**config.mk**
```make
export PLATFORM = sky130hd
export DESIGN_NAME = imm_extend_pipe_flat
export DESIGN_NICKNAME = d
export VERILOG_FILES = /design/src/rtl/imm_extend_pipe_if.sv /design/src/rtl/imm_extend_pipe.sv /design/src/flat_wrapper.sv
export SDC_FILE = /design/constraint.sdc
export NUM_CORES = 1
export LEC_CHECK = 0
export CORE_UTILIZATION = 50
export DETAILED_ROUTE_END_ITERATION = 12
export PLACE_DENSITY_LB_ADDON = 0.1
export SYNTH_ARGS = -nofsm -noshare
export SYNTH_HDL_FRONTEND = slang
export SYNTH_SLANG_ARGS = --single-unit
```
**constraint.sdc**
```tcl
create_clock -name clk -period 3.1 [get_ports clk]
set_input_delay 0.62 -clock clk [delete_from_list [all_inputs] [get_ports clk]]
set_output_delay 0.62 -clock clk [all_outputs]
set_load 0.02 [all_outputs]
```
**src/rtl/imm_extend_pipe_if.sv**
```systemverilog
// Handshake bundle for imm_extend_pipe: an input side (instruction, format
// select, tag) and an output side (extended immediate, tag, error flag).
// slave is the block's view; master is the producer/consumer view.
// XLEN and TAG_W must match the parameters of the attached imm_extend_pipe.
`timescale 1ns/1ps
interface imm_extend_pipe_if #(
    parameter int XLEN  = 32,
    parameter int TAG_W = 4
);
    logic             in_valid;
    logic             in_ready;
    logic [31:0]      instr;
    logic [2:0]       immsrc;
    logic [TAG_W-1:0] in_tag;
    logic             out_valid;
    logic             out_ready;
    logic [XLEN-1:0]  immext;
    logic [TAG_W-1:0] out_tag;
    logic             out_err;

    modport master (
        output in_valid, instr, immsrc, in_tag, out_ready,
        input  in_ready, out_valid, immext, out_tag, out_err
    );

    modport slave (
        input  in_valid, instr, immsrc, in_tag, out_ready,
        output in_ready, out_valid, immext, out_tag, out_err
    );
endinterface

```
**src/rtl/imm_extend_pipe.sv**
```systemverilog
// imm_extend_pipe: RISC-V immediate decoder behind a two-entry in-order
// buffer. The immediate is decoded when an instruction is accepted and
// stored; the output side only ever sees stored values.
// Optional feature: define IMM_EXTEND_PIPE_ERR_EN to store and report an
// out_err flag for the illegal format select (3'b111). Without it out_err
// is a constant 0 and no flag storage exists.
`timescale 1ns/1ps
module imm_extend_pipe #(
    parameter int XLEN  = 32,
    parameter int TAG_W = 4
) (
    input  logic              clk,
    input  logic              reset_n,
    imm_extend_pipe_if.slave  bus
);

    typedef enum logic [1:0] {
        EMPTY = 2'd0,
        ONE   = 2'd1,
        FULL  = 2'd2
    } cnt_e;

    // Widen a 32-bit signed value to XLEN, replicating bit 31.
    function automatic logic [XLEN-1:0] sext32(input logic signed [31:0] v);
        return XLEN'(v);
    endfunction

    // Build the extended immediate for one instruction word and format.
    function automatic logic [XLEN-1:0] imm_decode(input logic [31:0] ins,
                                                   input logic [2:0]  src);
        logic signed [31:0] s;
        logic [XLEN-1:0]    r;
        s = '0;
        r = '0;
        case (src)
            3'b000: begin
                s = {{20{ins[31]}}, ins[31:20]};
                r = sext32(s);
            end
            3'b001: begin
                s = {{20{ins[31]}}, ins[31:25], ins[11:7]};
                r = sext32(s);
            end
            3'b010: begin
                s = {{19{ins[31]}}, ins[31], ins[7], ins[30:25], ins[11:8], 1'b0};
                r = sext32(s);
            end
            3'b011: begin
                s = {{11{ins[31]}}, ins[31], ins[19:12], ins[20], ins[30:21], 1'b0};
                r = sext32(s);
            end
            3'b100: begin
                s = {ins[31:12], 12'b0};
                r = sext32(s);
            end
            3'b101:  r = XLEN'(ins[19:15]);
            3'b110:  r = (XLEN == 64) ? XLEN'(ins[25:20]) : XLEN'(ins[24:20]);
            default: r = '0;
        endcase
        return r;
    endfunction

    cnt_e             cnt_p1;
    cnt_e             cnt_nxt;
    logic             wr_ptr_p1;
    logic             rd_ptr_p1;
    logic             vld_p1;
    logic             rdy_p1;
    logic             push;
    logic             pop;

    logic [XLEN-1:0]  imm_p0;
    logic [XLEN-1:0]  mem_imm_p1 [2];
    logic [TAG_W-1:0] mem_tag_p1 [2];

    // Opcode bits play no part in any immediate format.
    logic             unused_opcode;
    assign unused_opcode = ^bus.instr[6:0];

    // ---- p0: decode at the input transfer ----
    assign push   = bus.in_valid && rdy_p1;
    assign pop    = vld_p1 && bus.out_ready;
    assign imm_p0 = imm_decode(bus.instr, bus.immsrc);

    // Next occupancy from the push/pop pair; FULL never sees a push since
    // in_ready is low there.
    always_comb begin
        cnt_nxt = cnt_p1;
        case (cnt_p1)
            EMPTY:   if (push) cnt_nxt = ONE;
            ONE: begin
                if (push && !pop)      cnt_nxt = FULL;
                else if (!push && pop) cnt_nxt = EMPTY;
            end
            FULL:    if (pop) cnt_nxt = ONE;
            default: cnt_nxt = EMPTY;
        endcase
    end

    // Occupancy state, pointers and registered handshake flags. in_ready
    // stays low through reset and rises on the first edge after release.
    always_ff @(posedge clk or negedge reset_n) begin
        if (!reset_n) begin
            cnt_p1    <= EMPTY;
            wr_ptr_p1 <= 1'b0;
            rd_ptr_p1 <= 1'b0;
            vld_p1    <= 1'b0;
            rdy_p1    <= 1'b0;
        end else begin
            cnt_p1 <= cnt_nxt;
            vld_p1 <= (cnt_nxt != EMPTY);
            rdy_p1 <= (cnt_nxt != FULL);
            if (push) wr_ptr_p1 <= ~wr_ptr_p1;
            if (pop)  rd_ptr_p1 <= ~rd_ptr_p1;
        end
    end

    // ---- p1: two-entry storage, written on push ----
    // Data storage carries no reset; the output is gated by vld_p1 instead.
    always_ff @(posedge clk) begin
        if (push) begin
            mem_imm_p1[wr_ptr_p1] <= imm_p0;
            mem_tag_p1[wr_ptr_p1] <= bus.in_tag;
        end
    end

`ifdef IMM_EXTEND_PIPE_ERR_EN
    logic err_p0;
    logic mem_err_p1 [2];

    assign err_p0 = (bus.immsrc == 3'b111);

    // Illegal-format flag stored alongside its immediate.
    always_ff @(posedge clk) begin
        if (push) mem_err_p1[wr_ptr_p1] <= err_p0;
    end

    assign bus.out_err = vld_p1 & mem_err_p1[rd_ptr_p1];
`else
    assign bus.out_err = 1'b0;
`endif

    // ---- output: head entry, forced to zero while nothing is held ----
    assign bus.in_ready  = rdy_p1;
    assign bus.out_valid = vld_p1;
    assign bus.immext    = vld_p1 ? mem_imm_p1[rd_ptr_p1] : '0;
    assign bus.out_tag   = vld_p1 ? mem_tag_p1[rd_ptr_p1] : '0;

endmodule

```
**src/flat_wrapper.sv**
```systemverilog
// flat-port wrapper written by rule: the top's interface ports become plain ports
module imm_extend_pipe_flat 
#(
    parameter int XLEN  = 32,
    parameter int TAG_W = 4
)
  (clk, reset_n, bus_in_valid, bus_instr, bus_immsrc, bus_in_tag, bus_out_ready, bus_in_ready, bus_out_valid, bus_immext, bus_out_tag, bus_out_err);
  imm_extend_pipe_if #(.XLEN(XLEN), .TAG_W(TAG_W)) bus_i ();
  input  logic clk;
  input  logic reset_n;
  input wire logic [$bits(bus_i.in_valid)-1:0] bus_in_valid;
  input wire logic [$bits(bus_i.instr)-1:0] bus_instr;
  input wire logic [$bits(bus_i.immsrc)-1:0] bus_immsrc;
  input wire logic [$bits(bus_i.in_tag)-1:0] bus_in_tag;
  input wire logic [$bits(bus_i.out_ready)-1:0] bus_out_ready;
  output wire logic [$bits(bus_i.in_ready)-1:0] bus_in_ready;
  output wire logic [$bits(bus_i.out_valid)-1:0] bus_out_valid;
  output wire logic [$bits(bus_i.immext)-1:0] bus_immext;
  output wire logic [$bits(bus_i.out_tag)-1:0] bus_out_tag;
  output wire logic [$bits(bus_i.out_err)-1:0] bus_out_err;
  assign bus_i.in_valid = bus_in_valid;
  assign bus_i.instr = bus_instr;
  assign bus_i.immsrc = bus_immsrc;
  assign bus_i.in_tag = bus_in_tag;
  assign bus_i.out_ready = bus_out_ready;
  assign bus_in_ready = bus_i.in_ready;
  assign bus_out_valid = bus_i.out_valid;
  assign bus_immext = bus_i.immext;
  assign bus_out_tag = bus_i.out_tag;
  assign bus_out_err = bus_i.out_err;
  imm_extend_pipe #(.XLEN(XLEN), .TAG_W(TAG_W)) u_core (.clk(clk), .reset_n(reset_n), .bus(bus_i));
endmodule
```
==> run_results.csv <==
group,metric,value,unit
cells_and_area,final_cell_mix,"73 x clkdlybuf4s50_1, 72 x edfxtp_1, 47 x nor2b_1",
drt,vias,2269,
global_routing,overflow,0,
floorplanning,rows,30,
clock_tree,cts_hold_buf,0,
clock_tree,cts_setup_buffers,0,
sta,max-slew-margin-rel,54.5,%
yosys,ys.flop_type,"edfxtp_1",
cells_and_area,drive_above_1_share,9.17,%
worst_setup_path,worstReg2RegStart,"u_core.wr_ptr_p1$_DFFE_PN0P_",
placement,place_congestion,0.816,
worst_setup_path,r2r-end,"u_core.mem_imm_p1[1][0]$_DFFE_PP_",
cells_and_area,layout.nets,376,
global_routing,busiest_layer,"met2",
sta,fin_skew,0.0100,ns
yosys,ys_seq_area_share,63.4,%
worst_setup_path,start_kind,"flop",
sta,rsz0062_at_grt,"false",
yosys,synth_cell_types,34,
worst_setup_path,critPathMaxFanout,32,
yosys,synth_nets,303,
placement,port_buffers,73,
sta,setup_viol,0,
clock_tree,htreeDepth,3,
worst_setup_path,arrival,2.05,ns
drt,wl_per_cell,16.8,µm
clock_tree,cts_root_buf,"clkbuf_8",
sta,fmax,374,MHz
cells_and_area,final_common_cell,"clkdlybuf4s50_1",
placement,hpwl,4660,µm
drt,antenna_left,0,
global_routing,antenna_found_initial,0,
floorplanning,die_h,87.4,µm
clock_tree,cts_tree,"yes",
sta,fin_setup_tns,0,ns
yosys,synth_edf_count,72,
yosys,netlist_instances,260,
cells_and_area,utilization,67.4,%
hold_path,min-delay-path-class,"input port to async pin",
pwr,power.density,868,mW/mm²
global_routing,grt_max_degree,39,
yosys,synth_area,0.00365,mm²
placement,place_inst,418,
floorplanning,coreArea,0.00691,mm²
drt,drc,0,
global_routing,grt_pass1_wl,11100,µm
yosys,ys_seq_elements,78,
drt,dr.pass1.iters,4,
worst_setup_path,worstSetupEndpointType,"output pin",
floorplanning,io_pins,82,
global_routing,met1_usage,25.9,%
worst_setup_path,r2r_slack,1.59,ns
worst_setup_path,path_cells,"buf_12, mux2i_1, nor2b_1, clkdlybuf4s50_1",
global_routing,grt_pass1_vias,2250,
worst_setup_path,crit_end,"bus_immext[28]",
clock_tree,cts.sinks,78,
pwr,leakagePower,1.75,nW
worst_setup_path,crit_type,"flop to output pin",
floorplanning,die_x,87.4,µm
floorplanning,fp.dieArea,0.00764,mm²
drt,vias_per_cell,5.23,
pwr,vdd_drop_max,0.446,mV
worst_setup_path,cp_slowest_stage_delay,0.55,ns
cells_and_area,final_cell_count_no_fill,434,
floorplanning,start_util,52.8,%
clock_tree,clk_pin_slew,0.08,ns
sta,tightest_slew,0.682,ns
sta,period_needed,2.67,ns
sta,slew_violations,0,
clock_tree,clockBufferDepth,2,
yosys,syn_area_per_cell,14.0,µm²
clock_tree,ctsResizeCount,0,
yosys,yosys_warnings,0,
cells_and_area,n_antenna_cell,0,
clock_tree,clock_latency,0.34,ns
drt,drtIter0Drc,101,
sta,fin_crit_sh,86.2,%
flow_run,maxCapViolCount,0,
global_routing,use_met3,4.64,%
global_routing,grt.met2_usage,32.5,%
worst_setup_path,required,2.48,ns
drt,routed_wl,7300,µm
sta,hold_viol_final,0,
cells_and_area,fillers,531,
cells_and_area,syn_to_final_growth,27.6,%
worst_setup_path,r2r_cells,2,
clock_tree,cts_buffers,9,
worst_setup_path,crit_start,"u_core.rd_ptr_p1$_DFFE_PN0P_",
global_routing,grt_use_total,20.0,%
status,status,"complete, no violations",
worst_setup_path,slowest_stage,"clkdlybuf4s50_1",
yosys,ys_async_sr_fraction,7.69,%
-- report_power, final --
group | total [mW] | switching (mW) | leakage [nW] | internal (mW)
Clock | 0.734 | 0.365 | 0.0931 | 0.369
Combinational | 1.75 | 0.918 | 0.908 | 0.831
Sequential | 1.56 | 0.0981 | 0.752 | 1.46
-- area by class of cell --
cell class	count	area, µm²	share of cell area [%]
clock buffers	11	131	2.82
clock inverters	5	52.6	1.13
inverters	2	7.51	0.161
multi-input cells	159	1210	26.0
flip-flops and latches	78	2310	49.7
well taps	96	120	2.58
repair buffers	83	818	17.6
-- registers in the layout, summed over array words and instances, names as in the netlist --
signal                cells
u_core.wr_ptr_p1          1
u_core.bus.in_ready       1
u_core.cnt_p1             2
u_core.mem_tag_p1         8
u_core.rd_ptr_p1          1
u_core.bus.out_valid      1
u_core.mem_imm_p1        64
-- routing by layer --
metal	vias up	share of wire [%]
met3	4	5.6
met4	0	0.71
met1	1089	45
li1	1112	-
met5	-	0
met2	64	48
-- worst max-delay path: cells and delay by family, from the launching register on --
kind	cells	cell delay, ns
buffers and inverters	2	0.84
DFF	1	0.50
muxes	1	0.29
and+or+nand+nor	1	0.08
-- logic make-up (layout without fill, tap and decap cells) --
| kind of cell | Yosys count | after routing | synth area share, % |
|---|---|---|---|
| muxes | 45 | 45 | 12.4 |
| AOI/OAI and AO/OA | 47 | 47 | 8.44 |
| buffers and inverters | 23 | 101 | 3.67 |
| xor gates and xnor gates | 3 | 3 | 1.23 |
| other | 1 | 1 | 0.103 |
| DFF | 78 | 78 | 63.4 |
| and+or+nand+nor | 63 | 63 | 10.8 |
-- cells in the mapped netlist (all sizes together), types with 2 or more instances --
cell | number | share of area, %
dfrtp | 6 | 4.1
and2 | 2 | 0.34
buf | 15 | 2.8
xnor2 | 2 | 0.48
a21o | 10 | 2.1
edfxtp | 72 | 59
mux2i | 44 | 12
a22oi | 3 | 0.62
clkbuf | 6 | 0.65
nand4b | 2 | 0.48
o21ai | 2 | 0.27
o22ai | 8 | 1.4
inv | 2 | 0.21
nand2 | 6 | 0.62
a31oi | 9 | 1.5
nor2 | 2 | 0.21
a21oi | 9 | 1.2
nor2b | 47 | 8.1
-- per-stage QoR --
| step | worst slack [ns] | total power, mW | hold WS (ns) | area (µm²) |
|---|---|---|---|---|
| 2_1_floorplan | 0.399 | 2.62 | 0.324 | 3650 |
| 3_3_place_gp | 0.644 | 3.32 | 0.518 | 4470 |
| 3_5_place_dp | 0.612 | 3.35 | 0.540 | 4470 |
| 4_1_cts | 0.428 | 4.08 | 0.515 | 4650 |
| 5_1_grt | 0.347 | 4.25 | 0.523 | 4650 |
| 6_report | 0.427 | 4.04 | 0.514 | 4650 |
-- worst min path at each step --
stage | endpoint | start | cells past startpoint
detailed placement | u_core.bus.out_valid$_DFF_PN0_ | u_core.cnt_p1[1]$_DFF_PN0_ | 1
global placement | u_core.bus.out_valid$_DFF_PN0_ | u_core.cnt_p1[1]$_DFF_PN0_ | 1
CTS | u_core.wr_ptr_p1$_DFFE_PN0P_ | reset_n | 1
finish | u_core.cnt_p1[0]$_DFF_PN0_ | reset_n | 1
global route | u_core.wr_ptr_p1$_DFFE_PN0P_ | reset_n | 1
floorplan | u_core.bus.in_ready$_DFF_PN0_ | reset_n | 0
Note: power is estimated with default switching activity, not from simulation.
